[src/rtl/common_pkg.sv]
// Shared single-bit signal type used across pipeline control blocks.
package common_pkg;
  typedef enum logic {
    SIG_LOW  = 1'b0,
    SIG_HIGH = 1'b1
  } onebit_sig_e;
endpackage

[src/rtl/core_pkg.sv]
// Core pipeline control types: hazard controller states and multicycle counter width.
package core_pkg;
  localparam int MC_CNT_W = 6;

  typedef enum logic [1:0] {
    RUN      = 2'd0,
    MC_WAIT  = 2'd1,
    MEM_WAIT = 2'd2,
    FLUSH    = 2'd3
  } hc_state_e;
endpackage

[src/rtl/hc_sat_counter.sv]
// Saturating up-counter for performance monitoring; sticks at all-ones.
// One-cycle update latency; no flow control.
module hc_sat_counter #(
  parameter int W = 16
) (
  input  logic         clk_i,
  input  logic         rst_ni,
  input  logic         inc_i,
  output logic [W-1:0] cnt_o
);

  always_ff @(posedge clk_i or negedge rst_ni) begin
    if (!rst_ni) begin
      cnt_o <= '0;
    end else if (inc_i && (cnt_o != '1)) begin
      cnt_o <= cnt_o + W'(1);
    end
  end

endmodule

[src/rtl/hazard_ctrl.sv]
// Pipeline hazard controller: stall/bubble/flush sequencing for memory, multicycle and redirect hazards.
// Outputs are combinational from state and inputs; redirects seen during a wait are deferred to the next RUN cycle.
module hazard_ctrl
  import core_pkg::*;
  import common_pkg::*;
#(
  parameter int unsigned FLUSH_DEPTH = 2,
  parameter int unsigned MC_TIMEOUT  = 40,
  parameter int unsigned PERF_W      = 16
) (
  input  logic              clk_i,
  input  logic              rst_ni,
  input  onebit_sig_e       insert_bubble_i,
  input  logic              mc_start_i,
  input  logic              mc_done_i,
  input  logic              dmem_req_i,
  input  logic              dmem_we_i,
  input  logic              dmem_gnt_i,
  input  logic              dmem_rvalid_i,
  input  logic              redirect_i,
  input  logic              trap_i,
  output logic              stall_if_o,
  output logic              stall_id_o,
  output logic              stall_ie_o,
  output logic              stall_imem_o,
  output logic              bubble_ie_o,
  output logic              bubble_imem_o,
  output logic              bubble_wb_o,
  output logic              flush_if_id_o,
  output logic              flush_ie_o,
  output hc_state_e         state_o,
  output logic              mc_timeout_o,
  output logic [PERF_W-1:0] stall_cnt_o
);

  localparam logic [2:0]          FLUSH_LOAD = 3'(FLUSH_DEPTH - 1);
  localparam logic [MC_CNT_W-1:0] MC_LAST    = MC_CNT_W'(MC_TIMEOUT - 1);

  hc_state_e           state_q, state_d;
  logic [2:0]          fcnt_q, fcnt_d;
  logic [MC_CNT_W-1:0] mc_cnt_q, mc_cnt_d;
  logic                load_pend_q, trap_pend_q, redir_pend_q, mc_timeout_q;
  logic                set_timeout, pend_clr;
  logic                load_grant, mem_stall, mem_done, flush_req, in_wait;

  assign load_grant = dmem_req_i & dmem_gnt_i & ~dmem_we_i;
  // Either an ungranted request, or a load whose data did not follow its grant.
  assign mem_stall  = (dmem_req_i & ~dmem_gnt_i) | (load_pend_q & ~dmem_rvalid_i);
  assign mem_done   = load_pend_q ? dmem_rvalid_i : dmem_gnt_i;
  assign flush_req  = trap_i | redirect_i | trap_pend_q | redir_pend_q;
  assign in_wait    = (state_q == MEM_WAIT) || (state_q == MC_WAIT);

  always_comb begin
    state_d       = state_q;
    fcnt_d        = fcnt_q;
    mc_cnt_d      = mc_cnt_q;
    set_timeout   = 1'b0;
    pend_clr      = 1'b0;
    stall_if_o    = 1'b0;
    stall_id_o    = 1'b0;
    stall_ie_o    = 1'b0;
    stall_imem_o  = 1'b0;
    bubble_ie_o   = 1'b0;
    bubble_imem_o = 1'b0;
    bubble_wb_o   = 1'b0;
    flush_if_id_o = 1'b0;
    flush_ie_o    = 1'b0;
    if (rst_ni) begin
      unique case (state_q)
        RUN: begin
          if (flush_req) begin
            flush_if_id_o = 1'b1;
            flush_ie_o    = 1'b1;
            pend_clr      = 1'b1;
            fcnt_d        = FLUSH_LOAD;
            if (FLUSH_DEPTH > 1) state_d = FLUSH;
          end else if (mem_stall) begin
            {stall_if_o, stall_id_o, stall_ie_o, stall_imem_o} = 4'b1111;
            bubble_wb_o = 1'b1;
            state_d     = MEM_WAIT;
          end else if (mc_start_i && !mc_done_i) begin
            mc_cnt_d = '0;
            state_d  = MC_WAIT;
          end else if (insert_bubble_i == SIG_HIGH) begin
            stall_if_o  = 1'b1;
            stall_id_o  = 1'b1;
            bubble_ie_o = 1'b1;
          end
        end
        MEM_WAIT: begin
          if (mem_done) begin
            state_d = RUN;
          end else begin
            {stall_if_o, stall_id_o, stall_ie_o, stall_imem_o} = 4'b1111;
            bubble_wb_o = 1'b1;
          end
        end
        MC_WAIT: begin
          {stall_if_o, stall_id_o, stall_ie_o} = 3'b111;
          bubble_imem_o = 1'b1;
          mc_cnt_d      = mc_cnt_q + MC_CNT_W'(1);
          if (mc_done_i) begin
            state_d = RUN;
          end else if (mc_cnt_q == MC_LAST) begin
            set_timeout = 1'b1;
            state_d     = RUN;
          end
        end
        FLUSH: begin
          flush_if_id_o = 1'b1;
          // A trap mid-flush restarts the fetch-latency window.
          if (trap_i) begin
            flush_ie_o = 1'b1;
            fcnt_d     = FLUSH_LOAD;
          end else if (fcnt_q <= 3'd1) begin
            fcnt_d  = 3'd0;
            state_d = RUN;
          end else begin
            fcnt_d = fcnt_q - 3'd1;
          end
        end
        default: state_d = RUN;
      endcase
    end
  end

  always_ff @(posedge clk_i or negedge rst_ni) begin
    if (!rst_ni) begin
      state_q      <= RUN;
      fcnt_q       <= '0;
      mc_cnt_q     <= '0;
      load_pend_q  <= 1'b0;
      trap_pend_q  <= 1'b0;
      redir_pend_q <= 1'b0;
      mc_timeout_q <= 1'b0;
    end else begin
      state_q      <= state_d;
      fcnt_q       <= fcnt_d;
      mc_cnt_q     <= mc_cnt_d;
      mc_timeout_q <= mc_timeout_q | set_timeout;
      if (load_grant) begin
        load_pend_q <= 1'b1;
      end else if (dmem_rvalid_i) begin
        load_pend_q <= 1'b0;
      end
      if (pend_clr) begin
        trap_pend_q  <= 1'b0;
        redir_pend_q <= 1'b0;
      end else if (in_wait) begin
        trap_pend_q  <= trap_pend_q | trap_i;
        redir_pend_q <= redir_pend_q | redirect_i;
      end
    end
  end

  assign state_o      = state_q;
  assign mc_timeout_o = mc_timeout_q;

  hc_sat_counter #(.W(PERF_W)) u_stall_cnt (
    .clk_i  (clk_i),
    .rst_ni (rst_ni),
    .inc_i  (stall_if_o),
    .cnt_o  (stall_cnt_o)
  );

endmodule
[config.mk]
export PLATFORM = sky130hd
export DESIGN_NAME = hazard_ctrl
export DESIGN_NICKNAME = d
export VERILOG_FILES = /design/src/rtl/common_pkg.sv /design/src/rtl/core_pkg.sv /design/src/rtl/hc_sat_counter.sv /design/src/rtl/hazard_ctrl.sv
export SDC_FILE = /design/constraint.sdc
export NUM_CORES = 1
export LEC_CHECK = 0
export CORE_UTILIZATION = 51
export DETAILED_ROUTE_END_ITERATION = 12
export GPL_TIMING_DRIVEN = 0
export PLACE_DENSITY = 0.86
export SETUP_SLACK_MARGIN = 0.1
export SLEW_MARGIN = 30
export SYNTH_ARGS = -nofsm -noshare
export SYNTH_HDL_FRONTEND = slang
export SYNTH_SLANG_ARGS = --single-unit
[constraint.sdc]
create_clock -name clk_i -period 1.97 [get_ports clk_i]
set_input_delay 0.394 -clock clk_i [delete_from_list [all_inputs] [get_ports clk_i]]
set_output_delay 0.394 -clock clk_i [all_outputs]
set_load 0.005 [all_outputs]
; ---- Yosys cells after proc, flatten, opt, wreduce, memory -nomap -nowiden
; Cells that the tools add are included.
[totals]
latchBits = 0
rom_bits = 0
register_bits = 31
ramBits = 0
output_inout_bits = 28
elab_cells = 107
memories = 0
[op_classes]
n_lt_le_gt_ge = 1
reduce_logical = 12
n_mul = 0
n_div = 0
n_addsub = 3
n_eq_ne = 14
bitwise = 14
mux = 55
shift = 0
[op_table]
columns = op, n
row1 = 1-bit two-way mux, 33
row2 = 6-bit two-way mux, 3
row3 = "16-bit by 1-bit adder with 16-bit output, second input constant", 1
row4 = 2-bit two-way mux, 8
row5 = "16-bit inequality test, second input constant", 1
row6 = "2-bit inequality test, second input constant", 7
row7 = 6-bit case mux with 2 select lines, 1
row8 = 3-bit two-way mux, 3
row9 = 2-bit case mux with 4 select lines, 1
row10 = 2-bit nonzero test, 4
row11 = 1-bit OR, 7
row12 = "6-bit by 1-bit adder with 6-bit output, second input constant", 1
row13 = "6-bit == test, second input constant", 1
row14 = 1-bit case mux with 2 select lines, 3
row15 = 1-bit case mux with 3 select lines, 2
row16 = 3-bit case mux with 2 select lines, 1
row17 = 6-bit AND reduction, 1
row18 = 5-bit AND reduction, 1
row19 = 1-bit bitwise AND, 4
row20 = "2-bit == test, second input constant", 2
row21 = "4-bit inequality test, second input constant", 1
row22 = "3-bit by 1-bit <= comparator with 1-bit output, second input constant", 1
row23 = "3-bit by 2-bit inequality test with 1-bit output, second input constant", 1
row24 = 1-bit inverter, 3
row25 = other kinds (7), 8

; ---- Depth between registers and ports, before layout
[depth]
word_depth = 8
mapped_depth = 9
depth_no_buf = 7

; ---- Cells and area by module
; From an unflattened synthesis, not the netlist that was laid out.
[hier_totals]
hier_cells = 192
area_unflattened_um2 = 1851.8
[modules_own_cells]
columns = module, area_each_um2, n_inst, cells_per_inst, seq_area_each_um2
row1 = hazard_ctrl, 1056.0, 1, 119, 375.4
row2 = hc_sat_counter, 795.8, 1, 73, 400.4

; ---- Least setup slack after synthesis
; No wires, ideal clock.
[synth_timing]
kind = register to output
from = register state_q[0] (netlist: state_o[0])
to = output port bubble_ie_o
stages_incl_launch_ff = 7
arrival_ns = 1.506
slack_ns = 0.070
path_cell_list = dfrtp_1 > inv_1 > ha_1 > clkbuf_2 > nand2_2 > nor4_1 > and3_1
[synth_via]
elab_chain_cells = 3
[synth_lines]
columns = element, line_no
row1 = start: declaration, hazard_ctrl.sv:39  ; hc_state_e state_q, state_d;
row2 = start signal: assignment, hazard_ctrl.sv:137  ; state_q <= state_d;
row3 = 2-bit zero test, hazard_ctrl.sv:69  ; unique case (state_q)
row4 = 1-bit two-way mux, hazard_ctrl.sv:69
row5 = 1-bit two-way mux, hazard_ctrl.sv:68  ; if (rst_ni) begin
row6 = end: declaration, hazard_ctrl.sv:26  ; output logic bubble_ie_o,
; No other way between the ends.

; ---- Worst setup path after layout
[layout_timing]
from = register state_q[1] (netlist: state_o[1])
to = output port bubble_ie_o
; Same word-level chain as after synthesis.

==> flow_summary.ini <==
[sta]
slew-limit-headroom_pct = 49.66
fmax_mhz = 435.7
grt_setup_unrepaired = true
drv_slew = 0
setup_slack_ps = -325.3
skew_ps = 5.788
hold_violations = 0
period_share_pct = 116.5
finalSetupViolCount = 25
min_period_ps = 2295
setup-tns-final_ps = -2738
tightest_slew_ps = 752.6

[logic_synthesis]
async_flop_share_pct = 100.0
synth_top_cells_by_area = dfrtp_1 42%, ha_1 6.2%, xor2_1 4.3%
ys_seq_elements = 31
syn_area_per_cell_um2 = 9.717
synth_cell_type_count = 47
synthFlopType = dfrtp_1
synth_top_area_share_pct = 42.47
syn_nets = 208
syn_area_um2 = 1827
yosys_warnings = 0
synthCells = 188
synth_edf_count = 0
synth-seq-area-share_pct = 42.47
yosysTopAreaCell = dfrtp_1

[global_route]
grt_pass1_wl_mm = 8.818
grt_pass1_vias = 1820
grt_max_degree = 18
overflow = 0
grtUsageTotal_pct = 32.47
antenna_found_initial = 0

[finish]
nets = 287
areaGrowthSynthToFinish_pct = 59.38
stdcell_area_um2 = 2912
final_cells = 314
final_core_util_pct = 85.90
drive_above_1_share_pct = 41.42
diodes = 0

[placement]
dp_hpwl_mm = 3.015
place_inst = 273
gp_congestion = 0.7854
port_buffers = 38
dp_slack_ps = -952.4
place_area_um2 = 2293

[setup_path]
cp_slowest_cell = dfrtp_1
crit_type = flop to output pin
end_kind = output pin
arrival_ps = 1900
critPathLaunchType = flop
cp_top_family = buffers and inverters
crit_chain = inv_2 > ha_1 > clkbuf_8 > nand2_4 > buf_6 > nor4_4 > and3_1 > buf_2
required_ps = 1580
cp_max_fo = 5
path_buf_inv = 4
slowest_delay_ps = 430

[detailed_routing]
vias_per_cell = 6.140
wirelength_mm = 6.543
drc = 0
antenna_left = 0
wl_per_cell_um = 20.84
drt_first_pass_iters = 4
num_vias = 1928
drtIter0Drc = 126

[pwr]
max-vdd-ir-drop_v = 0.0008159
pwr-share-seq_pct = 27.5
p_int_uw = 1977
p_sw_share_pct = 39.43
p_sw_uw = 1287
power_leakage_uw = 0.001346
p_clk_share_pct = 16.7
p_per_area_nw_per_um2 = 1121
combPwrFrac_pct = 55.8

[clock_tree]
cts_buffers = 5
clk_latency_ps = 330
clockBufferDepth = 2
cts.reportedPaths.clkPinSlew_ps = 110
cts_max_level = 2
cts.sinks = 31
root_buffer = clkbuf_4
cts_tree = built

[die]
fp.dieW_um = 61.85
die_h_um = 61.85
core-area_um2 = 3390
rows = 21
die_area_um2 = 3825
start_util_pct = 53.89
ios = 39

[outcome]
outcome = finished with violations
failed_checks = negative setup slack

[min_path]
holdCritPathClass = input pin to asynchronous set/reset pin

[run]
cap_violations = 0
layout make-up:
class	count	area, µm²
multi-input combinational	143	1241
buffer	5	56.30
fill	136	478.0
clock inverter	2	35.03
timing repair buffer	72	656.9
sequential	31	779.5
clock buffer	6	51.30
inverter	9	33.78
tap	46	57.56
cells in the mapped netlist (all sizes together), types with 3 or more instances:
| cell type | number |
|---|---|
| ha | 9 |
| o21ai | 12 |
| xnor2 | 5 |
| nor4 | 6 |
| xor2 | 9 |
| nor3 | 4 |
| and3 | 3 |
| o211ai | 3 |
| buf | 3 |
| dfrtp | 31 |
| nand3 | 15 |
| and2 | 4 |
| nand2 | 20 |
| or3 | 4 |
| or4 | 3 |
| inv | 9 |
| nand2b | 3 |
| nor2b | 3 |
| nor2 | 12 |
| a21oi | 6 |
stage by stage:
step                power (µW)  hold WS, ps
floorplan                 1519        98.41
CTS                       2940        13.48
finish                    3263        18.28
detailed placement        1961        360.2
global placement          1918        457.8
global route              3411        6.940
state kept, by name, indices dropped and copies added, names as in the netlist:
signal             cells
u_stall_cnt.cnt_o     16
mc_cnt_q               6
fcnt_q                 3
state_o                2
load_pend_q            1
mc_timeout_o           1
redir_pend_q           1
trap_pend_q            1
what timing repair did:
action                     in CTS  in global routing
hold buffers                    1                  0
cloned                          1                  0
pin swaps                      22                 10
hold endpoints to repair       14                  0
buffers inserted               21                 10
gates resized for setup        91                 25
setup endpoints to repair      33                 33
path summary, 6_finish.rpt:
path / startpoint / end / slack, ps / cells after the start
hold reg to reg: u_stall_cnt.cnt_o[7]$_DFFE_PN0P_ / u_stall_cnt.cnt_o[7]$_DFFE_PN0P_ / 520 / 1
hold / removal: rst_ni / mc_cnt_q[3]$_DFFE_PN0P_ / 20 / 2
min in group clk_i: dmem_rvalid_i / load_pend_q$_DFFE_PN0P_ / 470 / 3
max in group asynchronous: rst_ni / u_stall_cnt.cnt_o[8]$_DFFE_PN0P_ / 720 / 2
setup / recovery: state_o[1]$_DFFE_PN0P_ / bubble_ie_o / -330 / 8
setup reg to reg: trap_pend_q$_DFFE_PN0P_ / mc_cnt_q[3]$_DFFE_PN0P_ / -240 / 7
power groups by stage:
stage	clock network (µW)	logic [µW]	registers [µW]
2_1_floorplan	0	591	928
3_3_place_gp	0	974	944
3_5_place_dp	0	1010	949
4_1_cts	534	1520	883
5_1_grt	574	1930	906
6_report	546	1820	897
logic make-up after synthesis:
kind of cell	synth area share, %
buffers and inverters	3.766
and+or+nand+nor	28.29
adders and majority gates	6.164
AOI/OAI and AO/OA	11.37
xor gates and xnor gates	6.712
DFF	42.47
muxes	1.233
cell usage in the layout (no fill, tap or decap), drive strengths merged, types with 4 or more instances in the layout:
master	n
buf	44
dfrtp	31
clkdlybuf4s50	23
nand2	20
nand3	15
nor2	12
o21ai	12
clkbuf	10
xor2	9
inv	9
ha	9
nor4	6
a21oi	6
xnor2	5
or3	4
dlygate4sd2	4
nor3	4
and2	4
routing by layer:
metal  routed length [µm]  share of wire [%]  GRT usage, %
met4                  255                3.9         10.79
met3                  455                7.0         6.418
met5                    0                  0             0
met2                 3232                 49         56.22
met1                 2599                 40         40.60
(Power assumes the default switching activity.)
